**config.mk**
```make
export PLATFORM = sky130hd
export DESIGN_NAME = uart_tx_top
export DESIGN_NICKNAME = d
export VERILOG_FILES = /design/src/rtl/uart_pkg.sv /design/src/rtl/uart_tx_top_baud_gen.sv /design/src/rtl/uart_tx_top.sv
export SDC_FILE = /design/constraint.sdc
export NUM_CORES = 1
export LEC_CHECK = 0
export CORE_MARGIN = 2
export CORE_UTILIZATION = 40
export CTS_BUF_LIST = sky130_fd_sc_hd__clkbuf_8 sky130_fd_sc_hd__clkbuf_16
export CTS_CLUSTER_DIAMETER = 50
export DETAILED_ROUTE_END_ITERATION = 8
export GPL_ROUTABILITY_DRIVEN = 1
export PLACE_DENSITY = 0.58
export SYNTH_ARGS = -nofsm -noshare
export SYNTH_HDL_FRONTEND = slang
export SYNTH_SLANG_ARGS = --single-unit
```
**constraint.sdc**
```tcl
create_clock -name sys_clk -period 4.8 [get_ports sys_clk]
set_clock_uncertainty 0.1 [all_clocks]
set_input_delay 0.96 -clock sys_clk [delete_from_list [all_inputs] [get_ports sys_clk]]
set_output_delay 0.96 -clock sys_clk [all_outputs]
set_load 0.005 [all_outputs]
```
**src/rtl/uart_pkg.sv**
```systemverilog
// Shared types and constants for the UART transmitter: word-length and FSM
// encodings, word-length decode and stop-bit lengths counted in half-bit ticks.
package uart_pkg;

  typedef enum logic [1:0] {
    WLS_5 = 2'b00,
    WLS_6 = 2'b01,
    WLS_7 = 2'b10,
    WLS_8 = 2'b11
  } wls_e;

  typedef enum logic [2:0] {
    IDLE   = 3'd0,
    START  = 3'd1,
    DATA   = 3'd2,
    PARITY = 3'd3,
    STOP   = 3'd4
  } state_e;

  localparam logic [2:0] STOP_TICKS_1   = 3'd2;
  localparam logic [2:0] STOP_TICKS_1P5 = 3'd3;
  localparam logic [2:0] STOP_TICKS_2   = 3'd4;

  // Index of the last data bit (N-1) for a word-length code.
  function automatic logic [2:0] wls_last_bit(input wls_e w);
    logic [2:0] last;
    case (w)
      WLS_5:   last = 3'd4;
      WLS_6:   last = 3'd5;
      WLS_7:   last = 3'd6;
      default: last = 3'd7;
    endcase
    return last;
  endfunction

endpackage

```
**src/rtl/uart_tx_top_baud_gen.sv**
```systemverilog
// Free-running baud tick generator: one-cycle registered pulse every DIVISOR
// sys_clk cycles, asserted while the counter sits at DIVISOR-1.
module baud_gen #(
  parameter int DIVISOR = 6
) (
  input  logic sys_clk,
  input  logic reset,
  output logic baud_tick
);

  localparam int CW = (DIVISOR > 1) ? $clog2(DIVISOR) : 1;
  localparam logic [CW-1:0] LAST = CW'(DIVISOR - 1);

  logic [CW-1:0] cnt_q, cnt_d;
  logic          tick_q, tick_d;

  // The tick is registered from the next count so it lines up with cnt_q == LAST.
  always_comb begin
    cnt_d  = (cnt_q == LAST) ? '0 : cnt_q + CW'(1);
    tick_d = (cnt_d == LAST);
  end

  always_ff @(posedge sys_clk or negedge reset) begin
    if (!reset) begin
      cnt_q  <= '0;
      tick_q <= 1'b0;
    end else begin
      cnt_q  <= cnt_d;
      tick_q <= tick_d;
    end
  end

  assign baud_tick = tick_q;

endmodule

```
**src/rtl/uart_tx_top.sv**
```systemverilog
// UART transmitter: pops the THR and serializes start/data/parity/stop on txd_o.
// Define UART_TX_HALF_STOP_EN to get 1.5 stop bits for 5-bit words with stop_bit=1.
module uart_tx_top
  import uart_pkg::*;
#(
  parameter int DIVISOR = 6
) (
  input  logic       sys_clk,
  input  logic       reset,
  input  logic [7:0] tx_data_i,
  input  logic       parity_en,
  input  logic       sticky_parity,
  input  logic       eps,
  input  logic       stop_bit,
  input  logic [1:0] wls,
  input  logic       Txhr_empty,
  output logic       baud_tick,
  output logic       txd_o,
  output logic       tx_done,
  output logic       Txsr_empty,
  output logic       Txhr_rd_en
);

`ifdef UART_TX_HALF_STOP_EN
  localparam bit HalfStopEn = 1'b1;
`else
  localparam bit HalfStopEn = 1'b0;
`endif

  state_e     state_q, state_d;
  logic [1:0] sub_q, sub_d;
  logic [2:0] bit_q, bit_d;
  logic [2:0] last_q, last_d;
  logic [2:0] stop_ticks_q, stop_ticks_d;
  logic [7:0] shreg_q, shreg_d;
  logic       par_en_q, par_en_d;
  logic       par_q, par_d;
  logic       txd_q, txd_d;
  logic       done_q, done_d;
  logic       rd_q, rd_d;
  logic       sr_empty_q, sr_empty_d;
  logic       load, frame_end;
  logic       tick;

  function automatic logic calc_parity(input logic [7:0] d, input logic [2:0] last,
                                       input logic sticky, input logic even);
    logic [7:0] mask;
    logic       x;
    mask = 8'hFF >> (4'd7 - {1'b0, last});
    x    = ^(d & mask);
    return sticky ? ~even : (even ? x : ~x);
  endfunction

  function automatic logic [2:0] calc_stop_ticks(input logic sb, input wls_e w);
    logic [2:0] t;
    if (!sb)                          t = STOP_TICKS_1;
    else if (HalfStopEn && w == WLS_5) t = STOP_TICKS_1P5;
    else                              t = STOP_TICKS_2;
    return t;
  endfunction

  baud_gen #(.DIVISOR(DIVISOR)) u_baud_gen (
    .sys_clk  (sys_clk),
    .reset    (reset),
    .baud_tick(tick)
  );

  always_ff @(posedge sys_clk or negedge reset) begin
    if (!reset) state_q <= IDLE;
    else        state_q <= state_d;
  end

  // Every state is measured in half-bit ticks via sub_q.
  always_comb begin
    state_d   = state_q;
    load      = 1'b0;
    frame_end = 1'b0;
    if (tick) begin
      case (state_q)
        IDLE: if (!Txhr_empty) begin
          state_d = START;
          load    = 1'b1;
        end
        START:  if (sub_q == 2'd1) state_d = DATA;
        DATA:   if (sub_q == 2'd1 && bit_q == last_q) state_d = par_en_q ? PARITY : STOP;
        PARITY: if (sub_q == 2'd1) state_d = STOP;
        STOP: if ({1'b0, sub_q} == stop_ticks_q - 3'd1) begin
          frame_end = 1'b1;
          if (!Txhr_empty) begin
            state_d = START;
            load    = 1'b1;
          end else begin
            state_d = IDLE;
          end
        end
        default: state_d = IDLE;
      endcase
    end
  end

  always_comb begin
    sub_d        = sub_q;
    bit_d        = bit_q;
    shreg_d      = shreg_q;
    txd_d        = txd_q;
    done_d       = 1'b0;
    rd_d         = 1'b0;
    sr_empty_d   = sr_empty_q;
    last_d       = last_q;
    stop_ticks_d = stop_ticks_q;
    par_en_d     = par_en_q;
    par_d        = par_q;
    if (tick) begin
      sub_d = (state_q == IDLE || state_d != state_q || (state_q == DATA && sub_q == 2'd1))
              ? 2'd0 : sub_q + 2'd1;
      case (state_q)
        START: if (state_d == DATA) txd_d = shreg_q[0];
        DATA: if (sub_q == 2'd1) begin
          if (state_d == DATA) begin
            shreg_d = shreg_q >> 1;
            bit_d   = bit_q + 3'd1;
            txd_d   = shreg_q[1];
          end else begin
            txd_d = (state_d == PARITY) ? par_q : 1'b1;
          end
        end
        PARITY: if (state_d == STOP) txd_d = 1'b1;
        STOP: if (frame_end) begin
          done_d     = 1'b1;
          sr_empty_d = 1'b1;
          txd_d      = 1'b1;
        end
        default: ;
      endcase
      // A back-to-back load on the last stop tick overrides the idle values above.
      if (load) begin
        shreg_d      = tx_data_i;
        bit_d        = 3'd0;
        txd_d        = 1'b0;
        rd_d         = 1'b1;
        sr_empty_d   = 1'b0;
        last_d       = wls_last_bit(wls_e'(wls));
        stop_ticks_d = calc_stop_ticks(stop_bit, wls_e'(wls));
        par_en_d     = parity_en;
        par_d        = calc_parity(tx_data_i, wls_last_bit(wls_e'(wls)), sticky_parity, eps);
      end
    end
  end

  always_ff @(posedge sys_clk or negedge reset) begin
    if (!reset) begin
      sub_q      <= 2'd0;
      bit_q      <= 3'd0;
      txd_q      <= 1'b1;
      done_q     <= 1'b0;
      rd_q       <= 1'b0;
      sr_empty_q <= 1'b1;
    end else begin
      sub_q      <= sub_d;
      bit_q      <= bit_d;
      txd_q      <= txd_d;
      done_q     <= done_d;
      rd_q       <= rd_d;
      sr_empty_q <= sr_empty_d;
    end
  end

  // Frame payload only matters after a load, so it carries no reset.
  always_ff @(posedge sys_clk) begin
    shreg_q      <= shreg_d;
    last_q       <= last_d;
    stop_ticks_q <= stop_ticks_d;
    par_en_q     <= par_en_d;
    par_q        <= par_d;
  end

  assign baud_tick  = tick;
  assign txd_o      = txd_q;
  assign tx_done    = done_q;
  assign Txsr_empty = sr_empty_q;
  assign Txhr_rd_en = rd_q;

endmodule

```
==> flow_summary.yaml, run 1 <==
synthesis:
  avgSynthCellArea_um2: 11.4
  synth_edf_count: 14
  yosysTopAreaCell: "edfxtp_1"
  syn_inst: 139
  netlist_area_mm2: 0.00158
  synth_fp_nets: 158
  synthArstFlopShare: 0.533
  synth_cell_type_count: 45
  yosysSeqAreaShare: 0.520
  synthFlopType: "edfxtp_1"
  yosys-top-cells-area: "edfxtp_1, dfrtp_1, dfstp_2"
  ys_seq_elements: 30
  synth_warnings: 0
  netlist.area_leader.share: 0.265
status:
  status: "finished, final reports clean"
floorplanning:
  die_h_um: 66.9
  pin_count: 22
  dieArea_mm2: 0.00448
  rows: 22
  core_area_mm2: 0.00374
  start_util: 0.423
  die_x_um: 66.9
critical_path:
  critPathLaunchType: "input pin"
  cp_cell_sequence: "clkdlybuf4s50_1, xnor3_1, xnor2_1, a21oi_1, or3b_2, xor2_1"
  crit_path_top_delay_cell: "clkdlybuf4s50_1"
  arrival_ns: 2.70
  worstPathRequired_ns: 4.74
  path_class: "in -> reg"
  crit_path_end_kind: "flop"
  crit_path_max_fanout: 2
  slowest_delay_ns: 0.48
detailed_routing:
  finalWirelength_mm: 2.90
  drt_pass1_iterations: 4
  vias: 1094
  vias_per_cell: 5.23
  drtAntennaViolNets: 0
  drc: 0
  drt_iter0_drc: 128
  wl_per_cell_um: 13.9
sta:
  fin_crit_ns: 2.76
  rsz0062_at_grt: "no"
  setup-tns-final_ns: 0
  hold_viol_final: 0
  setup_viol: 0
  fmax_ghz: 0.362
  slew-limit-headroom: 0.522
  final_max_slew_viol_count: 0
  worst_pin_slew_ns: 0.715
  post-route-period-util: 0.576
clock_tree:
  post_cts.repair.setup_buffers: 0
  cts_root_buffer: "clkbuf_8"
  htree_num_levels: 2
  clk_path_buf_depth: 2
  path_clk_slew_ns: 0.07
  cts-hold-fix-buffers: 0
  cts.sinks: 30
  cts_tree: "yes"
  cts_buffers: 5
  insertion_delay_ns: 0.28
  ctsResizeCount: 0
run:
  cap_violations: 0
final_layout:
  area_growth_pct: 20.5
  fill_cells: 358
  final_layout_size_suffix_gt1_frac: 0.130
  final_nets: 179
  num_antenna_cells: 0
  finalInstanceArea_mm2: 0.00191
  fin_cells: 209
power:
  power_mw: 0.525
  p_per_area_mw_per_mm2: 275
  total_leakage_power_nw: 0.790
  ir_drop_uv: 159
place:
  dp_hpwl_mm: 2.09
  dpl-instance-area_mm2: 0.00181
  portBuffers: 21
  gp_congestion: 0.810
  dp_cells: 201
global_routing:
  grt_overflow: 0
  grt_pass1_vias: 1010
  antenna_found_initial: 0
  grt_usage: 0.143
  grt_max_degree: 17
  grt_pass1_wl_mm: 4.58
min_path:
  hp-class: "reg -> reg"
-- synth_stat cells, types with 2 or more instances --
cell type,n
a31oi_1,4
nand2_1,11
mux2i_1,4
ha_1,2
o22ai_1,2
mux2_4,3
or3_1,2
edfxtp_1,14
nand3_1,7
dfstp_2,2
xor2_1,2
dfrtp_1,14
o21ai_0,6
mux2_2,4
buf_6,2
nor3_1,5
o211ai_1,4
xnor2_1,4
and2_1,3
clkbuf_1,3
nor2_1,7
inv_1,10
a21oi_1,2
-- metrics by stage --
step                 util  hold slack (ns)  setup WS [ns]
floorplan               -            0.346           2.31
global placement    0.483            0.362           1.77
detailed placement  0.483            0.377           1.75
CTS                 0.510            0.386           2.05
global route        0.510            0.403           1.98
finish              0.510            0.385           2.04
-- sequential cells by signal, summed over array words and instances (netlist names) --
| register | count |
|---|---|
| Txhr_rd_en | 1 |
| Txsr_empty | 1 |
| bit_q | 3 |
| last_q | 2 |
| par_en_q | 1 |
| par_q | 1 |
| shreg_q | 8 |
| state_q | 3 |
| stop_ticks_q | 2 |
| sub_q | 2 |
| tx_done | 1 |
| txd_o | 1 |
| u_baud_gen.baud_tick | 1 |
| u_baud_gen.cnt_q | 3 |
-- layer usage --
| layer | GRT usage | vias to the layer above | share of wire |
|---|---|---|---|
| li1 | - | 551 | - |
| met1 | 0.185 | 518 | 0.48 |
| met2 | 0.214 | 20 | 0.46 |
| met3 | 0.0456 | 5 | 0.051 |
| met4 | 0.0689 | 0 | 0.012 |
| met5 | 0 | - | 0 |
-- worst max-delay path, delay by kind of cell --
kind / cells / cell delay, ns
XOR/XNOR: 3 / 0.74
AO/OA/AOI/OAI: 1 / 0.06
AND/OR/NAND/NOR: 1 / 0.46
buffers and inverters: 1 / 0.48
-- kinds of logic after synthesis --
| kind of cell | share of synthesized area |
|---|---|
| and+or+nand+nor | 0.156 |
| DFF | 0.520 |
| AOI/OAI and AO/OA | 0.126 |
| buffers and inverters | 0.0529 |
| muxes | 0.0821 |
| xor gates and xnor gates | 0.0474 |
| adders and majority gates | 0.0158 |
-- path summary, 6_finish.rpt --
| kind | from | endpoint | slack (ns) | cells after the start |
|---|---|---|---|---|
| worst max-delay path | tx_data_i[1] | par_q$_DFFE_PP_ | 2.04 | 6 |
| worst min register to register | txd_o$_DFFE_PN1P_ | txd_o$_DFFE_PN1P_ | 0.38 | 2 |
| worst max register to register | state_q[2]$_DFF_PN0_ | shreg_q[7]$_SDFFCE_PN0P_ | 2.34 | 5 |
| worst min-delay path | txd_o$_DFFE_PN1P_ | txd_o$_DFFE_PN1P_ | 0.38 | 2 |
| max in group asynchronous | reset | bit_q[2]$_DFFE_PN0P_ | 3.13 | 1 |
| min in group asynchronous | reset | state_q[2]$_DFF_PN0_ | 1.00 | 1 |
-- where the power goes --
group / internal [mW] / leakage [nW] / switching [mW]
registers: 0.269 / 0.316 / 0.000183
logic: 0.0208 / 0.422 / 0.0125
clock network: 0.129 / 0.0519 / 0.0933
-- placed cells by master (no fill, tap or decap), types with 2 or more instances in the layout --
cell type,netlist,layout
a21oi_1,2,2
a31oi_1,4,4
and2_1,3,3
clkbuf_8,0,7
clkdlybuf4s50_1,0,21
dfrtp_1,14,14
dfstp_2,2,2
edfxtp_1,14,14
ha_1,2,2
inv_1,10,10
mux2_2,4,4
mux2_4,3,3
mux2i_1,4,4
nand2_1,11,11
nand3_1,7,7
nor2_1,7,7
nor3_1,5,5
o211ai_1,4,4
o21ai_0,6,6
o22ai_1,2,2
or3_1,2,2
xnor2_1,4,4
xor2_1,2,2
-- area by class of cell --
type                       count  area, um^2  area share
sequential                    30         823       0.431
inverter                      10        37.5      0.0197
tap                           48        60.1      0.0315
timing repair buffer          21         210       0.110
clock buffer                   7        96.3      0.0505
multi-input combinational     92         677       0.355
clock inverter                 1        3.75     0.00197
Note: power is estimated with default switching activity, not from simulation.
==> inputs of run 2 (changes only) <==
Settings changed: PLACE_DENSITY 0.58 to 0.61.
Clock period 4.8 ns to 2.4 ns, I/O delays scaled along.
==> run 2 against run 1 <==
  * Clock power up 82%
  * Largest power group unchanged
  * Critical endpoint unchanged
  * Largest cell class unchanged
  * First-iteration DRC count down 64%
  * Sequential share of layout area down 1.4 points
  * Sequential power up 100%
  * Setup slack worse by 1.9 ns
==> flow_summary.yaml, run 2 (same netlist as run 1, synthesis figures left out) <==
status:
  status: "finished, final reports clean"
floorplanning:
  rows: 22
  die_h_um: 66.9
  die_x_um: 66.9
  pin_count: 22
  core_area_mm2: 0.00374
  start_util: 0.423
  dieArea_mm2: 0.00448
critical_path:
  crit_path_max_fanout: 2
  critPathLaunchType: "input pin"
  arrival_ns: 2.20
  path_class: "in -> reg"
  crit_path_end_kind: "flop"
  worstPathRequired_ns: 2.33
detailed_routing:
  drt_iter0_drc: 46
  vias: 1140
  drtAntennaViolNets: 0
  drc: 0
  vias_per_cell: 5.21
  wl_per_cell_um: 13.5
  drt_pass1_iterations: 6
  finalWirelength_mm: 2.95
final_layout:
  final_nets: 189
  area_growth_pct: 24.6
  final_cell_mix: "clkdlybuf4s50_1, dfrtp_1, edfxtp_1"
  largest_reg_flops: 8
  regMostFlops: "shreg_q"
  num_antenna_cells: 0
  mostFrequentLayoutCell: "clkdlybuf4s50_1"
  fin_util: 0.527
  finalInstanceArea_mm2: 0.00197
  final_layout_size_suffix_gt1_frac: 0.181
sta:
  rsz0062_at_grt: "no"
  worst_pin_slew_ns: 0.735
  hold_viol_final: 0
  fmax_ghz: 0.440
  setup_viol: 0
  fin_crit_ns: 2.27
  final_max_slew_viol_count: 0
  post-route-period-util: 0.946
  setup-tns-final_ns: 0
  slew-limit-headroom: 0.509
place:
  dpl-instance-area_mm2: 0.00188
  portBuffers: 21
  dp_hpwl_mm: 2.26
  gp_congestion: 0.873
power:
  power.share.combinational: 0.068
  ir_drop_uv: 382
  pwr-share-clk: 0.400
  p_sw_frac: 0.202
  power_mw: 1.01
  p_per_area_mw_per_mm2: 513
  seq_power_share: 0.532
  internal-power_mw: 0.809
  total_leakage_power_nw: 0.838
  switching_power_mw: 0.205
clock_tree:
  cts_buffers: 5
  clk_path_buf_depth: 2
  cts.sinks: 30
  path_clk_slew_ns: 0.06
  cts-hold-fix-buffers: 0
  post_cts.repair.setup_buffers: 0
  insertion_delay_ns: 0.28
  htree_num_levels: 2
  cts_tree: "yes"
  ctsResizeCount: 0
  cts_root_buffer: "clkbuf_8"
global_routing:
  grt_pass1_wl_mm: 4.64
  grt_pass1_vias: 1039
  grt_overflow: 0
  antenna_found_initial: 0
  grt_max_degree: 17
  grt_usage: 0.145
min_path:
  hp-class: "reg -> reg"
run:
  cap_violations: 0
==> run 2: cell count changes in the layout (fill, tap and decap cells not counted), sizes merged <==
cell	delta
clkbuf	-1
buf	+10
inv	+1
==> run 2: final cells by class <==
cell class | instances | area, um^2
Timing Repair Buffer | 31 | 285
Clock buffer | 6 | 82.6
Tap cell | 48 | 60.1
Sequential cell | 30 | 823
Clock inverter | 2 | 8.76
Multi-Input combinational cell | 92 | 677
Inverter | 10 | 37.5
Fill cell | 357 | 1770
==> run 2: metrics by stage <==
stage / setup WS (ns) / std cells / hold slack [ns]
after floorplan: 0.325 / 139 / 0.0844
after global placement: -0.144 / 211 / 0.363
after detailed placement: -0.156 / 211 / 0.373
after CTS: 0.135 / 219 / 0.381
after global routing: 0.0570 / 219 / 0.401
final: 0.130 / 219 / 0.377
==> run 2: critical path: stages <==
cell and delay (ns):
clkdlybuf4s50_1 0.47, xnor3_1 0.40, xnor2_1 0.19, a21oi_1 0.05, or3b_2 0.45, xor2_1 0.15
==> run 2: per-layer routing <==
metal | track usage | wire, um | vias up
li1 | - | - | 568
met1 | 0.182 | 1380 | 548
met2 | 0.226 | 1450 | 19
met3 | 0.0507 | 103 | 5
met4 | 0.0587 | 25 | 0
met5 | 0 | 0 | -
==> run 2: path summary, 6_finish.rpt <==
kind                       depth (start not counted)                          start  slack, ns                        endpoint
setup / recovery                                   6                   tx_data_i[1]       0.13                 par_q$_DFFE_PP_
hold / removal                                     1  u_baud_gen.cnt_q[0]$_DFF_PN0_       0.38  u_baud_gen.baud_tick$_DFF_PN0_
setup reg to reg                                   7           sub_q[0]$_DFFE_PN0P_       0.31        shreg_q[7]$_SDFFCE_PN0P_
hold reg to reg                                    1  u_baud_gen.cnt_q[0]$_DFF_PN0_       0.38  u_baud_gen.baud_tick$_DFF_PN0_
max in group asynchronous                          1                          reset       1.19            state_q[1]$_DFF_PN0_
min in group asynchronous                          1                          reset       0.54            sub_q[1]$_DFFE_PN0P_
==> run 2: power groups by stage <==
stage	logic [mW]	registers, mW	clock network, mW
6_report	0.0686	0.539	0.405
2_1_floorplan	0.0262	0.549	0
3_5_place_dp	0.0699	0.549	0
5_1_grt	0.0756	0.539	0.443
3_3_place_gp	0.0678	0.549	0
4_1_cts	0.0702	0.539	0.423
